### src/rtl/spi_master_pkg.sv
// Shared FSM state type and default sizing for the pixel SPI master.
package spi_master_pkg;

  localparam int DEF_TX_BITS = 24;
  localparam int DEF_RX_BITS = 8;
  localparam int DEF_CLK_DIV = 2;

  typedef enum logic [2:0] {
    ST_IDLE,
    ST_SETUP,
    ST_HIGH,
    ST_LOW,
    ST_GUARD
  } state_t;

endpackage

### src/rtl/spi_sck_divider.sv
// Half-period tick generator: o_tick marks the last clk cycle of each CLK_DIV-long phase.
// Counter restarts on frame acceptance so every frame begins phase-aligned.
module spi_sck_divider
  import spi_master_pkg::*;
#(
  parameter int CLK_DIV = DEF_CLK_DIV
) (
  input  logic i_clk,
  input  logic i_rst,
  input  logic i_restart,
  input  logic i_run,
  output logic o_tick
);

  logic [7:0] r_cnt;

  assign o_tick = i_run && (r_cnt == 8'(CLK_DIV - 1));

  always_ff @(posedge i_clk or posedge i_rst) begin
    if (i_rst) begin
      r_cnt <= '0;
    end else if (i_restart || o_tick) begin
      r_cnt <= '0;
    end else if (i_run) begin
      r_cnt <= r_cnt + 8'd1;
    end
  end

endmodule

### src/rtl/spi_px_master.sv
// Mode-0 SPI master: one TX_BITS frame per accepted pixel, busy CLK_DIV*(2*TX_BITS+2) cycles, no queueing.
// Optional SPI_MASTER_LOOPBACK_EN adds loopback_i, which samples internal MOSI instead of spi_sdi_i.
module spi_px_master
  import spi_master_pkg::*;
#(
  parameter int TX_BITS = DEF_TX_BITS,
  parameter int RX_BITS = DEF_RX_BITS,
  parameter int CLK_DIV = DEF_CLK_DIV
) (
  input  logic               clk_i,
  input  logic               reset_i,
  input  logic [TX_BITS-1:0] tx_px_i,
  input  logic               tx_valid_i,
  output logic               tx_ready_o,
  output logic [RX_BITS-1:0] rx_px_o,
  output logic               rx_valid_o,
  output logic               spi_sck_o,
  output logic               spi_cs_o,
  output logic               spi_sdo_o,
`ifdef SPI_MASTER_LOOPBACK_EN
  input  logic               loopback_i,
`endif
  input  logic               spi_sdi_i
);

  localparam int BW = (TX_BITS > 1) ? $clog2(TX_BITS) : 1;

  state_t             r_state;
  state_t             w_state_nx;
  logic [BW-1:0]      r_bit;
  logic [TX_BITS-1:0] r_tx;
  logic [RX_BITS-1:0] r_rx;
  logic [RX_BITS-1:0] r_rx_px;
  logic               r_rx_vld;
  logic               w_tick;
  logic               w_accept;
  logic               w_last;
  logic               w_enter_high;
  logic               w_enter_low;
  logic               w_enter_guard;
  logic               w_miso;

  spi_sck_divider #(.CLK_DIV(CLK_DIV)) u_div (
    .i_clk     (clk_i),
    .i_rst     (reset_i),
    .i_restart (w_accept),
    .i_run     (r_state != ST_IDLE),
    .o_tick    (w_tick)
  );

  assign w_accept      = (r_state == ST_IDLE) && tx_valid_i;
  assign w_last        = (r_bit == BW'(TX_BITS - 1));
  assign w_enter_high  = (w_state_nx == ST_HIGH) && (r_state != ST_HIGH);
  assign w_enter_low   = (w_state_nx == ST_LOW) && (r_state != ST_LOW);
  assign w_enter_guard = (w_state_nx == ST_GUARD) && (r_state != ST_GUARD);

`ifdef SPI_MASTER_LOOPBACK_EN
  assign w_miso = loopback_i ? r_tx[TX_BITS-1] : spi_sdi_i;
`else
  assign w_miso = spi_sdi_i;
`endif

  always_comb begin
    w_state_nx = r_state;
    tx_ready_o = 1'b0;
    spi_sck_o  = 1'b0;
    spi_cs_o   = 1'b0;
    unique case (r_state)
      ST_IDLE: begin
        tx_ready_o = 1'b1;
        spi_cs_o   = 1'b1;
        if (tx_valid_i) w_state_nx = ST_SETUP;
      end
      ST_SETUP: if (w_tick) w_state_nx = ST_HIGH;
      ST_HIGH: begin
        spi_sck_o = 1'b1;
        if (w_tick) w_state_nx = ST_LOW;
      end
      ST_LOW:   if (w_tick) w_state_nx = w_last ? ST_GUARD : ST_HIGH;
      ST_GUARD: begin
        spi_cs_o = 1'b1;
        if (w_tick) w_state_nx = ST_IDLE;
      end
      default: begin
        spi_cs_o   = 1'b1;
        w_state_nx = ST_IDLE;
      end
    endcase
  end

  // MOSI is the MSB of the shift register, forced low whenever the slave is deselected.
  assign spi_sdo_o  = !spi_cs_o && r_tx[TX_BITS-1];
  assign rx_px_o    = r_rx_px;
  assign rx_valid_o = r_rx_vld;

  always_ff @(posedge clk_i or posedge reset_i) begin
    if (reset_i) begin
      r_state  <= ST_IDLE;
      r_bit    <= '0;
      r_tx     <= '0;
      r_rx     <= '0;
      r_rx_px  <= '0;
      r_rx_vld <= 1'b0;
    end else begin
      r_state  <= w_state_nx;
      r_rx_vld <= w_enter_guard;
      if (w_accept) begin
        r_tx  <= tx_px_i;
        r_bit <= '0;
      end else begin
        if (w_enter_low) r_tx <= {r_tx[TX_BITS-2:0], 1'b0};
        if (w_enter_high && (r_state == ST_LOW)) r_bit <= r_bit + BW'(1);
      end
      if (w_enter_high) r_rx <= {r_rx[RX_BITS-2:0], w_miso};
      if (w_enter_guard) r_rx_px <= r_rx;
    end
  end

endmodule

### config.mk
export PLATFORM = sky130hd
export DESIGN_NAME = spi_px_master
export DESIGN_NICKNAME = d
export VERILOG_FILES = /design/src/rtl/spi_master_pkg.sv /design/src/rtl/spi_sck_divider.sv /design/src/rtl/spi_px_master.sv
export SDC_FILE = /design/constraint.sdc
export NUM_CORES = 1
export LEC_CHECK = 0
export ABC_AREA = 1
export CAP_MARGIN = 20
export CORE_ASPECT_RATIO = 0.6
export CORE_MARGIN = 5
export CORE_UTILIZATION = 54
export CTS_CLUSTER_DIAMETER = 100
export DETAILED_ROUTE_END_ITERATION = 10
export PLACE_DENSITY = 0.81
export SLEW_MARGIN = 20
export SYNTH_ARGS = -nofsm -noshare
export SYNTH_HDL_FRONTEND = slang
export SYNTH_HIERARCHICAL = 1
export SYNTH_SLANG_ARGS = --single-unit
### constraint.sdc
create_clock -name clk_i -period 2.7 [get_ports clk_i]
set_input_delay 0.27 -clock clk_i [delete_from_list [all_inputs] [get_ports clk_i]]
set_output_delay 0.27 -clock clk_i [all_outputs]
set_load 0.005 [all_outputs]
==> impl_metrics.tcl <==
set metrics [dict create \
    status "completed" \
    r2r-start "r_state[0]" \
    antenna_found_initial 0 \
    io_buffers 40 \
    rows 20 \
    synth.net_count 359 \
    ys_warn_count 6 \
    clockPowerShare_pct 48.4 \
    nets 398 \
    grt_max_degree 55 \
    worst_ir_drop_vdd_v 0.000383 \
    rsz0062_at_grt "no" \
    insertion_delay_ns 0.33 \
    crit_fanout 21 \
    core_area_um2 5000 \
    power_frac_comb_pct 3.8 \
    die_area_um2 6670 \
    final_cells 438 \
    cp.arrival_ns 2.52 \
    htree_levels 3 \
    p_sw_share_pct 20.1 \
    wl_um 5530 \
    hold_violations 0 \
    post_cts_resized 0 \
    die_y_um 65.3 \
    critPathLaunchType "flip-flop" \
    initialDrtViolationCount 151 \
    cts_hold_buffers 0 \
    viasPerCell 5.13 \
    clk_pin_slew_ns 0.07 \
    max_freq_mhz 428 \
    syn_inst 328 \
    floorplan.die.width_um 102 \
    syn_area_um2 2750 \
    grt_first_pass_wirelength_um 9570 \
    drt_pass1_iterations 4 \
    maxSlewHeadroom_pct 65.2 \
    io_pins 41 \
    wl_per_cell_um 12.6 \
    reg2reg_setup_slack_ns 0.36 \
    hold_class "in2async" \
    p_sw_w 0.000363 \
    num_vias 2249 \
    worstMarginPinSlew_ns 0.521 \
    crit_type "reg2reg" \
    post_cts_buffers 0 \
    root_buffer "clkbuf_8" \
    antenna_cells 0 \
    synth_cell_types 23 \
    syn_area_per_cell_um2 8.38 \
    fin_tns_setup_ns 0 \
    powerDensity_nw_per_um2 531 \
    place_congestion 0.814 \
    reg2reg_to "r_rx[4]" \
    r2r_cells 12 \
    setup_viol 0 \
    p_seq_share_pct 47.8 \
    drive_gt1_share_pct 9.68 \
    areaGrowthSynthToFinish_pct 23.7 \
    synth-seq-cells 57 \
    start_util_pct 55.0 \
    ant_nets 0 \
    dpl_worst_slack_ns 0.396 \
    required_ns 2.88 \
    fin_skew_ns 0.00685 \
    finalMaxSlewViolations 0 \
    drv_cap 0 \
    post-route-period-util_pct 86.6 \
    drcViolationCount 0 \
    clock_path_buffers 2 \
    cts_tree "built" \
    grt_pass1_vias 2091 \
    p_leak_nw 1.71 \
    cp-end-kind "flip-flop" \
    synth_seq_area_share_pct 51.9 \
    nFillCells 406 \
    fin_crit_ns 2.34 \
    p_int_w 0.00144 \
    dp_hpwl_um 3840 \
    grt_util_all_layers_pct 18.4 \
    utilization_pct 68.0 \
    grt_overflow 0 \
    layout_setup_ws_ns 0.363 \
    placed_cells 422 \
    numClockSinks 57 \
    cts_buffers 9 \
]
## cell usage in the layout (no fill, tap or decap)
cell	synthesis	routed
nand2_2	4	4
clkdlybuf4s50_1	0	40
nor2_1	21	21
o211ai_1	1	1
buf_12	0	1
o21ai_1	7	7
xnor2_1	3	3
a21oi_1	3	3
nand3_2	0	1
clkbuf_8	0	10
dfrtp_1	57	57
buf_4	3	3
o221ai_1	1	1
clkinv_4	0	1
xor2_1	4	4
clkinv_2	0	2
nand2_1	69	69
inv_2	3	4
nand4_1	6	6
clkbuf_1	0	1
nor2_2	3	3
or2_0	1	1
o21bai_2	1	1
inv_1	32	31
nand3_1	81	80
bufinv_16	0	2
o21ai_0	8	8
ha_1	3	3
nor2_4	4	4
## critical path, cell delays in order (launching register included)
cell,delay [ns]
dfrtp_1,0.43
nor2_1,0.27
nand2_1,0.22
nand2_1,0.12
inv_1,0.04
nand2_1,0.09
nor2_2,0.07
nor2_1,0.14
nor2_1,0.07
nand2_1,0.08
nand3_1,0.11
nor2_4,0.36
o21ai_0,0.18
## state kept, by name, indices dropped and copies added, names as in the netlist
signal,count
r_bit,5
u_div/r_cnt,8
r_state,3
rx_px_o,8
rx_valid_o,1
r_tx,24
r_rx,8
## area by class of cell
type | instances | area [µm²] | share of cell area (%)
clock buffer | 11 | 141 | 4.16
clock inverter | 5 | 78.8 | 2.32
inverter | 35 | 131 | 3.86
multi-input combinational | 220 | 1100 | 32.3
sequential | 57 | 1430 | 41.9
tap | 66 | 82.6 | 2.43
timing repair buffer | 44 | 443 | 13.0
## power groups by stage
stage          combinational [W]  sequential (W)  clock [W]
6_report               0.0000683        0.000863   0.000875
5_1_grt                0.0000763        0.000863   0.000947
4_1_cts                0.0000703        0.000863   0.000900
3_5_place_dp           0.0000694        0.000879          0
3_3_place_gp           0.0000688        0.000879          0
2_1_floorplan          0.0000193        0.000878          0
## cells by family after synthesis
family	share of synthesized area (%)
AO/OA/AOI/OAI	4.28
XOR/XNOR	2.23
adder cells (fa/ha/maj)	1.37
flip-flops	51.9
AND/OR/NAND/NOR	31.8
buffers and inverters	8.42
## synthesized netlist by cell type
cell / count / area share (%)
buf_2: 11 / 2.0
inv_2: 3 / 0.41
ha_1: 3 / 1.4
buf_6: 2 / 0.82
o211ai_1: 1 / 0.27
xor2_1: 4 / 1.3
buf_4: 3 / 0.82
inv_1: 32 / 4.4
nor2_1: 21 / 2.9
o221ai_1: 1 / 0.32
nand2_2: 4 / 0.91
a21oi_1: 3 / 0.55
or2_0: 1 / 0.23
o21ai_1: 7 / 1.3
xnor2_1: 3 / 0.96
o21bai_2: 1 / 0.41
o21ai_0: 8 / 1.5
nor2_2: 3 / 0.68
nand4_1: 6 / 1.4
nand2_1: 69 / 9.4
nor2_4: 4 / 1.6
dfrtp_1: 57 / 52
nand3_1: 81 / 15
## per-stage QoR
stage	cell area, µm²	power (W)	hold WS, ns
2_1_floorplan	2750	0.000897	0.0857
3_3_place_gp	3180	0.000948	0.457
3_5_place_dp	3180	0.000948	0.464
4_1_cts	3400	0.00183	0.237
5_1_grt	3400	0.00189	0.261
6_report	3400	0.00181	0.246
## per-layer routing
| layer | global-route usage (%) | share of wire, % |
|---|---|---|
| met1 | 25.6 | 48 |
| met2 | 27.0 | 44 |
| met3 | 7.21 | 7.1 |
| met4 | 4.42 | 0.72 |
| met5 | 0 | 0 |
## worst max-delay path by stage
stage                     startpoint        to  slack, ns  cells after the start
after floorplan           r_state[0]   r_rx[6]       0.83                     13
after global placement    r_state[0]   r_rx[4]       0.55                     12
after detailed placement  r_state[0]   r_rx[4]       0.40                     12
after CTS                 r_state[0]   r_rx[4]       0.36                     12
after global routing      r_state[0]  r_bit[4]       0.10                     13
final                     r_state[0]   r_rx[4]       0.36                     12
(Power assumes the default switching activity.)
